File: src/rtl/lsu_split_ctrl_if.sv
// Word-organised, byte-masked memory beat port used by lsu_split_ctrl.
// master: the load/store unit issuing beats; slave: the data memory.
interface lsu_split_ctrl_if #(
    parameter int ADDR_W = 16
) ();
    logic              req;
    logic              we;
    logic [ADDR_W-3:0] addr;
    logic [3:0]        bmask;
    logic [31:0]       wdata;
    logic              ack;
    logic [31:0]       rdata;

    modport master (output req, we, addr, bmask, wdata, input ack, rdata);
    modport slave  (input req, we, addr, bmask, wdata, output ack, rdata);
endinterface

File: src/rtl/lsu_split_ctrl.sv
// Load/store initiator: turns a byte-addressed RV32 load/store into one or two
// word beats on a req/ack memory port, then returns a single-cycle response.
// Loads are reassembled and sign/zero-extended.
// Optional build macro MISALIGN_TRAP_EN: word-crossing accesses are rejected
// with an error response instead of being split into two beats.
module lsu_split_ctrl #(
    parameter int ADDR_W = 16
) (
    input  logic              i_clk,
    input  logic              i_reset,
    input  logic              i_req_valid,
    output logic              o_req_ready,
    input  logic              i_req_we,
    input  logic [2:0]        i_req_func3,
    input  logic [ADDR_W-1:0] i_req_addr,
    input  logic [31:0]       i_req_wdata,
    output logic              o_rsp_valid,
    output logic [31:0]       o_rsp_rdata,
    output logic              o_rsp_err,
    lsu_split_ctrl_if.master  mem
);

    typedef enum logic [1:0] {
        ST_IDLE  = 2'd0,
        ST_BEAT0 = 2'd1,
        ST_BEAT1 = 2'd2,
        ST_RESP  = 2'd3
    } state_t;

    // Byte enables for an access of this func3 size, right-justified.
    function automatic logic [3:0] size_mask(input logic [2:0] f3);
        case (f3[1:0])
            2'b00:   size_mask = 4'b0001;
            2'b01:   size_mask = 4'b0011;
            2'b10:   size_mask = 4'b1111;
            default: size_mask = 4'b0000;
        endcase
    endfunction

    function automatic logic is_legal(input logic we, input logic [2:0] f3);
        case (f3)
            3'b000, 3'b001, 3'b010: is_legal = 1'b1;
            3'b100, 3'b101:         is_legal = ~we;
            default:                is_legal = 1'b0;
        endcase
    endfunction

    function automatic logic [3:0] beat0_mask(input logic [2:0] f3, input logic [1:0] off);
        beat0_mask = size_mask(f3) << off;
    endfunction

    function automatic logic [3:0] beat1_mask(input logic [2:0] f3, input logic [1:0] off);
        beat1_mask = size_mask(f3) >> (3'd4 - {1'b0, off});
    endfunction

    function automatic logic [31:0] beat0_data(input logic [31:0] wd, input logic [1:0] off);
        beat0_data = wd << {off, 3'b000};
    endfunction

    function automatic logic [31:0] beat1_data(input logic [31:0] wd, input logic [1:0] off);
        beat1_data = wd >> (6'd32 - {1'b0, off, 3'b000});
    endfunction

    // Align the two captured words down to the access offset, then extend.
    function automatic logic [31:0] load_extend(input logic [2:0] f3, input logic [1:0] off,
                                                input logic [31:0] hi, input logic [31:0] lo);
        logic [63:0] sh;
        sh = {hi, lo} >> {off, 3'b000};
        case (f3)
            3'b000:  load_extend = {{24{sh[7]}}, sh[7:0]};
            3'b001:  load_extend = {{16{sh[15]}}, sh[15:0]};
            3'b010:  load_extend = sh[31:0];
            3'b100:  load_extend = {24'h000000, sh[7:0]};
            3'b101:  load_extend = {16'h0000, sh[15:0]};
            default: load_extend = 32'h0000_0000;
        endcase
    endfunction

    state_t              r_state, w_state_nxt;
    logic                r_we;
    logic [2:0]          r_func3;
    logic [ADDR_W-1:0]   r_addr;
    logic [31:0]         r_wdata;
    logic                w_accept;
    logic [1:0]          w_off;
    logic                w_in_legal;

    logic                r_req_ready, w_req_ready_nxt;
    logic                r_mem_req, w_mem_req_nxt;
    logic                r_mem_we, w_mem_we_nxt;
    logic [ADDR_W-3:0]   r_mem_addr, w_mem_addr_nxt;
    logic [3:0]          r_mem_bmask, w_mem_bmask_nxt;
    logic [31:0]         r_mem_wdata, w_mem_wdata_nxt;
    logic                r_rsp_valid, w_rsp_valid_nxt;
    logic [31:0]         r_rsp_rdata, w_rsp_rdata_nxt;
    logic                r_rsp_err, w_rsp_err_nxt;

    assign w_off      = r_addr[1:0];
    assign w_in_legal = is_legal(i_req_we, i_req_func3);

`ifdef MISALIGN_TRAP_EN
    logic w_in_split;
    assign w_in_split = |beat1_mask(i_req_func3, i_req_addr[1:0]);
`else
    logic        w_split;
    logic [31:0] r_lo, w_lo_nxt;
    assign w_split = |beat1_mask(r_func3, w_off);
`endif

    // Next state and next registered outputs; every output defaults to idle-low.
    always_comb begin
        w_state_nxt     = r_state;
        w_accept        = 1'b0;
        w_req_ready_nxt = 1'b0;
        w_mem_req_nxt   = 1'b0;
        w_mem_we_nxt    = 1'b0;
        w_mem_addr_nxt  = {(ADDR_W-2){1'b0}};
        w_mem_bmask_nxt = 4'b0000;
        w_mem_wdata_nxt = 32'h0000_0000;
        w_rsp_valid_nxt = 1'b0;
        w_rsp_rdata_nxt = 32'h0000_0000;
        w_rsp_err_nxt   = 1'b0;
`ifndef MISALIGN_TRAP_EN
        w_lo_nxt        = r_lo;
`endif
        case (r_state)
            ST_IDLE: begin
                if (i_req_valid) begin
                    w_accept = 1'b1;
`ifdef MISALIGN_TRAP_EN
                    if (!w_in_legal || w_in_split) begin
`else
                    if (!w_in_legal) begin
`endif
                        w_state_nxt     = ST_RESP;
                        w_rsp_valid_nxt = 1'b1;
                        w_rsp_err_nxt   = 1'b1;
                    end else begin
                        w_state_nxt     = ST_BEAT0;
                        w_mem_req_nxt   = 1'b1;
                        w_mem_we_nxt    = i_req_we;
                        w_mem_addr_nxt  = i_req_addr[ADDR_W-1:2];
                        w_mem_bmask_nxt = beat0_mask(i_req_func3, i_req_addr[1:0]);
                        w_mem_wdata_nxt = beat0_data(i_req_wdata, i_req_addr[1:0]);
                    end
                end else begin
                    w_req_ready_nxt = 1'b1;
                end
            end
            ST_BEAT0: begin
                if (mem.ack) begin
`ifndef MISALIGN_TRAP_EN
                    w_lo_nxt = mem.rdata;
                    if (w_split) begin
                        w_state_nxt     = ST_BEAT1;
                        w_mem_req_nxt   = 1'b1;
                        w_mem_we_nxt    = r_we;
                        w_mem_addr_nxt  = r_addr[ADDR_W-1:2] + {{(ADDR_W-3){1'b0}}, 1'b1};
                        w_mem_bmask_nxt = beat1_mask(r_func3, w_off);
                        w_mem_wdata_nxt = beat1_data(r_wdata, w_off);
                    end else begin
                        w_state_nxt     = ST_RESP;
                        w_rsp_valid_nxt = 1'b1;
                        w_rsp_rdata_nxt = r_we ? 32'h0000_0000
                                               : load_extend(r_func3, w_off, 32'h0000_0000, mem.rdata);
                    end
`else
                    w_state_nxt     = ST_RESP;
                    w_rsp_valid_nxt = 1'b1;
                    w_rsp_rdata_nxt = r_we ? 32'h0000_0000
                                           : load_extend(r_func3, w_off, 32'h0000_0000, mem.rdata);
`endif
                end else begin
                    w_mem_req_nxt   = r_mem_req;
                    w_mem_we_nxt    = r_mem_we;
                    w_mem_addr_nxt  = r_mem_addr;
                    w_mem_bmask_nxt = r_mem_bmask;
                    w_mem_wdata_nxt = r_mem_wdata;
                end
            end
`ifndef MISALIGN_TRAP_EN
            ST_BEAT1: begin
                if (mem.ack) begin
                    w_state_nxt     = ST_RESP;
                    w_rsp_valid_nxt = 1'b1;
                    w_rsp_rdata_nxt = r_we ? 32'h0000_0000
                                           : load_extend(r_func3, w_off, mem.rdata, r_lo);
                end else begin
                    w_mem_req_nxt   = r_mem_req;
                    w_mem_we_nxt    = r_mem_we;
                    w_mem_addr_nxt  = r_mem_addr;
                    w_mem_bmask_nxt = r_mem_bmask;
                    w_mem_wdata_nxt = r_mem_wdata;
                end
            end
`endif
            ST_RESP: begin
                w_state_nxt     = ST_IDLE;
                w_req_ready_nxt = 1'b1;
            end
            default: begin
                w_state_nxt     = ST_IDLE;
                w_req_ready_nxt = 1'b1;
            end
        endcase
    end

    // State register and registered outputs; reset abandons any beat in flight.
    always_ff @(posedge i_clk or negedge i_reset) begin
        if (!i_reset) begin
            r_state     <= ST_IDLE;
            r_req_ready <= 1'b1;
            r_mem_req   <= 1'b0;
            r_mem_we    <= 1'b0;
            r_mem_addr  <= {(ADDR_W-2){1'b0}};
            r_mem_bmask <= 4'b0000;
            r_mem_wdata <= 32'h0000_0000;
            r_rsp_valid <= 1'b0;
            r_rsp_rdata <= 32'h0000_0000;
            r_rsp_err   <= 1'b0;
        end else begin
            r_state     <= w_state_nxt;
            r_req_ready <= w_req_ready_nxt;
            r_mem_req   <= w_mem_req_nxt;
            r_mem_we    <= w_mem_we_nxt;
            r_mem_addr  <= w_mem_addr_nxt;
            r_mem_bmask <= w_mem_bmask_nxt;
            r_mem_wdata <= w_mem_wdata_nxt;
            r_rsp_valid <= w_rsp_valid_nxt;
            r_rsp_rdata <= w_rsp_rdata_nxt;
            r_rsp_err   <= w_rsp_err_nxt;
        end
    end

    // Request fields are captured once at acceptance and held for the whole access.
    always_ff @(posedge i_clk or negedge i_reset) begin
        if (!i_reset) begin
            r_we    <= 1'b0;
            r_func3 <= 3'b000;
            r_addr  <= {ADDR_W{1'b0}};
            r_wdata <= 32'h0000_0000;
        end else if (w_accept) begin
            r_we    <= i_req_we;
            r_func3 <= i_req_func3;
            r_addr  <= i_req_addr;
            r_wdata <= i_req_wdata;
        end else begin
            r_we    <= r_we;
            r_func3 <= r_func3;
            r_addr  <= r_addr;
            r_wdata <= r_wdata;
        end
    end

`ifndef MISALIGN_TRAP_EN
    // Low word of a split load, kept until the second beat completes.
    always_ff @(posedge i_clk or negedge i_reset) begin
        if (!i_reset) begin
            r_lo <= 32'h0000_0000;
        end else begin
            r_lo <= w_lo_nxt;
        end
    end
`endif

    assign o_req_ready = r_req_ready;
    assign o_rsp_valid = r_rsp_valid;
    assign o_rsp_rdata = r_rsp_rdata;
    assign o_rsp_err   = r_rsp_err;
    assign mem.req     = r_mem_req;
    assign mem.we      = r_mem_we;
    assign mem.addr    = r_mem_addr;
    assign mem.bmask   = r_mem_bmask;
    assign mem.wdata   = r_mem_wdata;

endmodule

File: src/flat_wrapper.sv
// flat-port wrapper written by rule: the top's interface ports become plain ports
module lsu_split_ctrl_flat 
#(
    parameter int ADDR_W = 16
)
  (i_clk, i_reset, i_req_valid, o_req_ready, i_req_we, i_req_func3, i_req_addr, i_req_wdata, o_rsp_valid, o_rsp_rdata, o_rsp_err, mem_req, mem_we, mem_addr, mem_bmask, mem_wdata, mem_ack, mem_rdata);
  lsu_split_ctrl_if #(.ADDR_W(ADDR_W)) mem_i ();
  input  logic i_clk;
  input  logic i_reset;
  input  logic i_req_valid;
  output logic o_req_ready;
  input  logic i_req_we;
  input  logic [2:0] i_req_func3;
  input  logic [ADDR_W-1:0] i_req_addr;
  input  logic [31:0] i_req_wdata;
  output logic o_rsp_valid;
  output logic [31:0] o_rsp_rdata;
  output logic o_rsp_err;
  output wire logic [$bits(mem_i.req)-1:0] mem_req;
  output wire logic [$bits(mem_i.we)-1:0] mem_we;
  output wire logic [$bits(mem_i.addr)-1:0] mem_addr;
  output wire logic [$bits(mem_i.bmask)-1:0] mem_bmask;
  output wire logic [$bits(mem_i.wdata)-1:0] mem_wdata;
  input wire logic [$bits(mem_i.ack)-1:0] mem_ack;
  input wire logic [$bits(mem_i.rdata)-1:0] mem_rdata;
  assign mem_req = mem_i.req;
  assign mem_we = mem_i.we;
  assign mem_addr = mem_i.addr;
  assign mem_bmask = mem_i.bmask;
  assign mem_wdata = mem_i.wdata;
  assign mem_i.ack = mem_ack;
  assign mem_i.rdata = mem_rdata;
  lsu_split_ctrl #(.ADDR_W(ADDR_W)) u_core (.i_clk(i_clk), .i_reset(i_reset), .i_req_valid(i_req_valid), .o_req_ready(o_req_ready), .i_req_we(i_req_we), .i_req_func3(i_req_func3), .i_req_addr(i_req_addr), .i_req_wdata(i_req_wdata), .o_rsp_valid(o_rsp_valid), .o_rsp_rdata(o_rsp_rdata), .o_rsp_err(o_rsp_err), .mem(mem_i));
endmodule
File: config.mk
export PLATFORM = sky130hd
export DESIGN_NAME = lsu_split_ctrl_flat
export DESIGN_NICKNAME = d
export VERILOG_FILES = /design/src/rtl/lsu_split_ctrl_if.sv /design/src/rtl/lsu_split_ctrl.sv /design/src/flat_wrapper.sv
export SDC_FILE = /design/constraint.sdc
export NUM_CORES = 1
export LEC_CHECK = 0
export BUFFER_PORTS_ARGS = -buffer_cell sky130_fd_sc_hd__clkbuf_2
export CORE_AREA = 2 2 202 204
export CTS_CLUSTER_SIZE = 10
export DETAILED_ROUTE_END_ITERATION = 10
export DIE_AREA = 0 0 204 206
export GPL_ROUTABILITY_DRIVEN = 0
export PLACE_DENSITY = 0.53
export REMOVE_ABC_BUFFERS = 1
export SLEW_MARGIN = 20
export SYNTH_ARGS = -nofsm -noshare
export SYNTH_HDL_FRONTEND = slang
export SYNTH_SLANG_ARGS = --single-unit
File: constraint.sdc
create_clock -name i_clk -period 7.29 [get_ports i_clk]
set_input_delay 1.458 -clock i_clk [delete_from_list [all_inputs] [get_ports i_clk]]
set_output_delay 1.458 -clock i_clk [all_outputs]
set_load 0.01 [all_outputs]
* Word level (Yosys, flattened, before mapping)
Index checks and enable logic that the tools add are counted.
** Storage, ports and cells
- Register bits :: 173
- Output and inout bits :: 87
- Logic and storage cells :: 118
** Operators by class
- Add/subtract/negate cells :: 3
- Equal/unequal tests :: 18
- Shifts and indexed selects :: 7
- Muxes and demuxes :: 63
- Bitwise operators :: 1
- Reduce and logical (&&, ||, !) cells :: 11
** Operators by type and width (number)
- 32-bit two-way mux :: 10
- 32-bit case mux with 5 select lines :: 2
- 32-bit case mux with 3 select lines :: 1
- 14-bit two-way mux :: 5
- 32-bit case mux with 2 select lines :: 1
- 64-bit by 5-bit right shift with 32-bit output :: 1
- 4-bit two-way mux :: 11
- 14-bit case mux with 3 select lines :: 1
- 4-bit case mux with 3 select lines :: 3
- 32-bit by 5-bit << shifter with 32-bit output :: 1
- 32-bit by 5-bit right shift with 32-bit output :: 1
- 32-bit by 6-bit right shift with 32-bit output :: 1
- 1-bit two-way mux :: 19
- 14-bit by 1-bit adder with 14-bit output, second input constant :: 1
- 3-bit == test, second input constant :: 4
- 1-bit case mux with 3 select lines :: 3
- 2-bit == test, second input constant :: 4
- 2-bit two-way mux :: 4
- 2-bit case mux with 4 select lines :: 1
- 4-bit by 3-bit right shift with 4-bit output :: 2
- 2-bit by 1-bit == test with 1-bit output, second input constant :: 3
- 3-bit by 1-bit == test with 1-bit output, second input constant :: 2
- 3-bit by 2-bit == test with 1-bit output, second input constant :: 2
- 2-bit logical NOT :: 3
- other kinds (12) :: 17

* Depth between registers and ports, before layout
- Depth in word-level cells :: 11
- Depth in mapped cells :: 11
- Depth with buffers taken out :: 7

* Worst setup path before layout
OpenSTA, ideal clock, no wires.
- Path type :: in2reg
- Start :: in i_req_func3[0]
- End :: reg u_core.r_mem_wdata[29] (netlist: u_core.mem.wdata[29])
- Arrival time :: 2645 ps
- Required time :: 7164 ps
- Path slack :: 4519 ps
- Stages :: 8
- Cell sequence :: inv_1 > ha_1 > o2bb2ai_1 > a21oi_2 > nand2_2 > buf_2 > a211oi_1 > a221o_1
** On the way
- Longest elaborated chain between the ends :: 6
- Elaborated cells between the ends (all ways) :: 11
** Ends and longest elaborated chain
- start, declared :: line flat_wrapper.sv:13 : input logic [2:0] i_req_func3;
- 3-bit by 1-bit == test with 1-bit output (tied with other cells) :: line lsu_split_ctrl.sv:41 : case (f3)
- 3-bit OR reduction or 2-bit OR reduction (tied branches) :: line lsu_split_ctrl.sv:41
- 1-bit case mux with 2 select lines (*) :: line lsu_split_ctrl.sv:41
- 32-bit two-way mux (*) :: line lsu_split_ctrl.sv:133 : if (!w_in_legal) begin
- 32-bit two-way mux (*) :: line lsu_split_ctrl.sv:128 : if (i_req_valid) begin
- 32-bit case mux with 3 select lines (*) :: line lsu_split_ctrl.sv:126 : case (r_state)
- end signal, assigned :: line lsu_split_ctrl.sv:228 : r_mem_wdata <= w_mem_wdata_nxt;
- end, declared :: line lsu_split_ctrl.sv:93 : logic [31:0] r_mem_wdata, w_mem_wdata_nxt;
Mark *: on every way between the ends. The rest lies on a longest branch, timed or not.
A chain may end at the register's enable or synchronous reset.

* Final worst setup path
- Start :: reg u_core.r_addr[0]
- End :: reg u_core.r_rsp_rdata[18] (netlist: u_core.o_rsp_rdata[18])
** On the way
- Longest elaborated chain between the ends :: 6
- Elaborated cells between the ends (all ways) :: 13
** Ends and longest elaborated chain
- start, declared :: line lsu_split_ctrl.sv:82 : logic [ADDR_W-1:0] r_addr;
- start signal, assigned :: line lsu_split_ctrl.sv:240 : r_addr <= {ADDR_W{1'b0}};
- start signal, assigned :: line lsu_split_ctrl.sv:245 : r_addr <= i_req_addr;
- start signal, assigned :: line lsu_split_ctrl.sv:250 : r_addr <= r_addr;
- 3-bit by 2-bit subtractor with 3-bit output or 32-bit by 5-bit right shift with 32-bit output (tied branches) :: line lsu_split_ctrl.sv:53, lsu_split_ctrl.sv:68
- 4-bit by 3-bit right shift with 4-bit output or 32-bit case mux with 5 select lines (tied branches) :: line lsu_split_ctrl.sv:53, lsu_split_ctrl.sv:69
- 4-bit OR reduction or 32-bit two-way mux (tied branches) :: line lsu_split_ctrl.sv:107, lsu_split_ctrl.sv:164
- 32-bit two-way mux :: line lsu_split_ctrl.sv:154 : if (w_split) begin
- 32-bit two-way mux :: line lsu_split_ctrl.sv:151 : if (mem.ack) begin
- 32-bit case mux with 2 select lines (*) :: line lsu_split_ctrl.sv:126
- net u_core.w_rsp_rdata_nxt[18] :: line lsu_split_ctrl.sv:95 : logic [31:0] r_rsp_rdata, w_rsp_rdata_nxt;
- end signal, assigned :: line lsu_split_ctrl.sv:230 : r_rsp_rdata <= w_rsp_rdata_nxt;
- end, declared :: line lsu_split_ctrl.sv:95
Mark *: on every way through the listed nets, which the timed path passes. The rest lies on a longest branch.

==> summary.txt <==
Route
  – Final WL: 32300 µm
  – Violation count after the first detailed-route iteration: 564
  – Routed via count: approximately 8400
  – Detailed-route wire length per cell: 19.2 µm
  – Count of TritonRoute iterations in the first routing pass: 5
  – Remaining routing DRC violations: 0
  – Vias/cell: 4.97
  – Final ANT Viol Nets: 0

Setup path
  – Worst reg2reg path endpoint: u_core.o_rsp_rdata[18]
  – List of cells traversed by the critical path: inv_2 > ha_1 > buf_4 > a221oi_4 > nor4_4 > nand2_2 > o22ai_1
  – Worst Setup Path Type: reg -> reg
  – Combined buffer and inverter count along the critical path: 2
  – Category of cells accounting for the largest share of critical-path delay: simple AND/OR/NAND/NOR gates
  – Critical path endpoint category: flip-flop
  – Internal reg-to-reg setup slack: 3.37 ns
  – Worst EP required: 7.62 ns
  – WP data arrival: about 4.2 ns
  – Depth of the most critical reg-to-reg path: 7
  – Max Fanout on Critical Path: 46
  – Worst reg2reg startpoint: u_core.r_addr[0]
  – Slowest cell on the critical path: sky130_fd_sc_hd__dfrtp_4
  – Worst setup SP type: flip-flop
  – Peak per-stage delay on the critical path: 0.87 ns

Cells and area
  – Post-route cell area: 11800 µm²
  – Filler-free cell count of the finished design: 1680
  – Fin nets: approximately 1200
  – Synthesis-to-layout area growth: 19.4%
  – Fillers: 4294
  – Fraction of layout cells with a size suffix above 1: 26.8%

Yosys
  – Number of warnings issued by yosys: 0
  – Number of flops mapped to enable cells by yosys: 0
  – Average footprint of a synthesized cell: 9.83 µm²
  – Fraction of registers with async set/reset: 100%
  – Most frequently used flop master after synthesis: sky130_fd_sc_hd__dfrtp_1
  – Flop and latch count out of synthesis: 173
  – Share of synthesized area occupied by flip-flops and latches: between 40% and 50%
  – Cell area after synthesis: 9850 µm²
  – Number of different library cells in the post-synthesis netlist: 69
  – Top area cells in the synthesized netlist: sky130_fd_sc_hd__dfrtp_1, sky130_fd_sc_hd__mux2i_1, sky130_fd_sc_hd__nand2_1
  – Top cell type by total area after synthesis: sky130_fd_sc_hd__dfrtp_1
  – Share of the synthesized area in the top cell type: 43.7%
  – Top cells by instance count after synthesis: sky130_fd_sc_hd__nand2_1, sky130_fd_sc_hd__dfrtp_1, sky130_fd_sc_hd__mux2i_1, sky130_fd_sc_hd__a21oi_1, sky130_fd_sc_hd__mux2_2
  – Count of mapped cells out of synthesis: 1002
  – Most repeated cell in the gate-level netlist after synthesis: sky130_fd_sc_hd__nand2_1

Worst hold path
  – Hold path cells: 2
  – Hold Path Sink: u_core.r_wdata[3]
  – Hold Path Class: reg -> reg
  – Origin of the worst min-delay path: u_core.r_wdata[3]

Floorplan
  – Y dimension of the die: 206 µm
  – Overall die area: 42000 µm²
  – Number of cell rows: between 70 and 80
  – Boundary pin count: about 180
  – Die Width: 204 µm
  – Area of the core: 40200 µm²
  – Initial Util: 24.5%

Clocking
  – Clk_lat worst skew: 0.44 ns
  – CTS Hold Buffers Added: 0
  – Clock buffers created by TritonCTS: 17
  – # clock sinks: 173
  – H-tree Lvls: 4
  – Buffers inserted during post-CTS setup optimization: 0
  – CTS resizes: 0
  – TritonCTS clock tree: yes
  – Clock transition at the register clock pins on the worst setup and hold paths after CTS: ~0.070 ns
  – Clk root buf: sky130_fd_sc_hd__clkbuf_16
  – Number of buffers on the longest clock path: 2

Power and ir drop
  – Static Leak: 0.00542 µW
  – PD cells: around 390 nW/µm²
  – Worst voltage drop across the vdd grid: 0.158 mV

Timing
  – Worst slew slack as a fraction of its limit: 20.6%
  – Slew Viols, Final: 0
  – Setup violations, final: 0
  – Clock Skew: 0.0124 ns
  – Fmax: 255 MHz
  – Setup repair after global routing missed its margin: false
  – Total negative slack: 0 ns
  – Final Cycle Share: 53.7%
  – Final hold violation count: 0
  – Time the final worst path needs with I/O delays and setup: around 3.9 ns
  – Transition time at the pin with the least slew margin: 1.19 ns

Global route
  – Wire length of the first global-routing pass: roughly 50000 µm
  – Number of global-route vias before repair: ~8200
  – All-Layer GR Usage: 15.6%
  – Maximum number of pins on one net before global-route repair: approximately 130
  – Overflow left after global routing: 0
  – Initial antenna violation count: 2

Placed design
  – Post-DP Area: 11200 µm²
  – Count of placed standard cells including taps: 1647
  – Total of buffers placed on input and output ports: 174
  – Dpl hpwl: 21600 µm

Flow run
  – Count of max-cap constraint violations: 0

Status
  – Status: complete, no violations
==> flip-flops by register name (all words and copies together), names as in the netlist <==
register,count
u_core.r_state,2
u_core.mem.wdata,32
u_core.o_rsp_rdata,32
u_core.o_rsp_valid,1
u_core.o_req_ready,1
u_core.mem.addr,14
u_core.r_addr,16
u_core.mem.bmask,4
u_core.o_rsp_err,1
u_core.r_wdata,32
u_core.r_func3,3
u_core.r_lo,32
u_core.mem.we,1
u_core.mem.req,1
u_core.r_we,1
==> layer usage <==
layer	track usage, %	vias to the layer above	share of wire, %	wire [µm]
met1	22.6	4165	48	15600
met5	0	-	0.050	16
met3	3.09	31	5.9	1900
li1	-	3890	-	-
met2	23.6	266	44	14200
met4	4.24	2	1.7	561
==> how the worst max path moves through the flow <==
stage,from,endpoint,slack [ns],cells after the start
2_1_floorplan,u_core.r_addr[0],u_core.o_rsp_rdata[16],1.10,6
3_3_place_gp,i_req_valid,u_core.mem.wdata[0],3.31,7
3_5_place_dp,i_req_valid,u_core.mem.wdata[5],3.29,7
4_1_cts,u_core.r_addr[0],u_core.o_rsp_rdata[18],3.31,7
5_1_grt,u_core.r_addr[0],u_core.o_rsp_rdata[19],3.12,7
6_report,u_core.r_addr[0],u_core.o_rsp_rdata[18],3.37,7
==> cell usage in the layout, fill, tap and decap left out, types with 4 or more instances in the layout <==
master | synthesis | final
sky130_fd_sc_hd__o22ai_1 | 46 | 46
sky130_fd_sc_hd__xnor2_1 | 7 | 7
sky130_fd_sc_hd__xor2_1 | 5 | 5
sky130_fd_sc_hd__a221o_1 | 16 | 16
sky130_fd_sc_hd__mux4_2 | 14 | 14
sky130_fd_sc_hd__mux2_2 | 51 | 51
sky130_fd_sc_hd__a21oi_1 | 53 | 53
sky130_fd_sc_hd__mux2i_1 | 75 | 75
sky130_fd_sc_hd__inv_1 | 11 | 11
sky130_fd_sc_hd__buf_4 | 9 | 9
sky130_fd_sc_hd__a22oi_1 | 8 | 8
sky130_fd_sc_hd__clkinv_4 | 0 | 6
sky130_fd_sc_hd__ha_1 | 14 | 14
sky130_fd_sc_hd__nor2b_1 | 24 | 24
sky130_fd_sc_hd__a211oi_1 | 33 | 33
sky130_fd_sc_hd__nor2_1 | 46 | 46
sky130_fd_sc_hd__o21ai_0 | 34 | 34
sky130_fd_sc_hd__dfrtp_1 | 172 | 171
sky130_fd_sc_hd__a31oi_1 | 7 | 7
sky130_fd_sc_hd__clkbuf_16 | 0 | 17
sky130_fd_sc_hd__a21o_1 | 8 | 8
sky130_fd_sc_hd__nand2b_1 | 10 | 10
sky130_fd_sc_hd__a2bb2oi_1 | 8 | 8
sky130_fd_sc_hd__nor3_1 | 6 | 4
sky130_fd_sc_hd__nand2_1 | 198 | 197
sky130_fd_sc_hd__clkbuf_2 | 0 | 173
sky130_fd_sc_hd__a22o_1 | 4 | 4
sky130_fd_sc_hd__o211ai_1 | 8 | 8
sky130_fd_sc_hd__nand3_1 | 17 | 17
==> cell type report <==
class                   count  area, µm²  share of cell area (%)
clock buffers              19        453                    3.85
inverters                  13       48.8                   0.415
diodes                      1       2.50                  0.0213
well taps                 532        666                    5.66
clock inverters            13        155                    1.32
multi-input cells         745       5140                    43.7
repair buffers            184        965                    8.20
flip-flops and latches    173       4330                    36.9
==> through the flow <==
stage	utilization (%)	setup WS, ns	hold slack [ns]	power [µW]
6_report	29.3	3.37	0.471	4580
5_1_grt	29.3	3.12	0.493	4900
4_1_cts	29.3	3.31	0.477	4610
3_5_place_dp	27.7	3.29	0.456	3640
3_3_place_gp	27.7	3.31	0.452	3610
2_1_floorplan	-	1.10	0.438	3020
==> cell families (layout without fill, tap and decap cells) <==
| logic type | after synthesis | in the layout | share of synthesized area, % |
|---|---|---|---|
| XOR/XNOR | 12 | 12 | 1.07 |
| adder cells (fa/ha/maj) | 14 | 14 | 1.78 |
| multiplexers | 141 | 141 | 16.8 |
| flip-flops | 173 | 173 | 43.9 |
| AO/OA/AOI/OAI | 249 | 249 | 17.2 |
| AND/OR/NAND/NOR | 329 | 329 | 15.2 |
| other | 0 | 1 | 0 |
| buffers and inverters | 84 | 229 | 4.05 |
==> where the power goes <==
group | switching [µW] | internal, µW
Combinational | 1210 | 854
Sequential | 299 | 1250
Clock | 430 | 532
Total | 1940 | 2640
==> worst reg2reg max path: stages, from the launching register on <==
cell and delay [ns]:
sky130_fd_sc_hd__dfrtp_4 0.87, sky130_fd_sc_hd__inv_2 0.46, sky130_fd_sc_hd__ha_1 0.42, sky130_fd_sc_hd__buf_4 0.34
sky130_fd_sc_hd__a221oi_4 0.18, sky130_fd_sc_hd__nor4_4 0.76, sky130_fd_sc_hd__nand2_2 0.45, sky130_fd_sc_hd__o22ai_1 0.34
(Power assumes the default switching activity.)
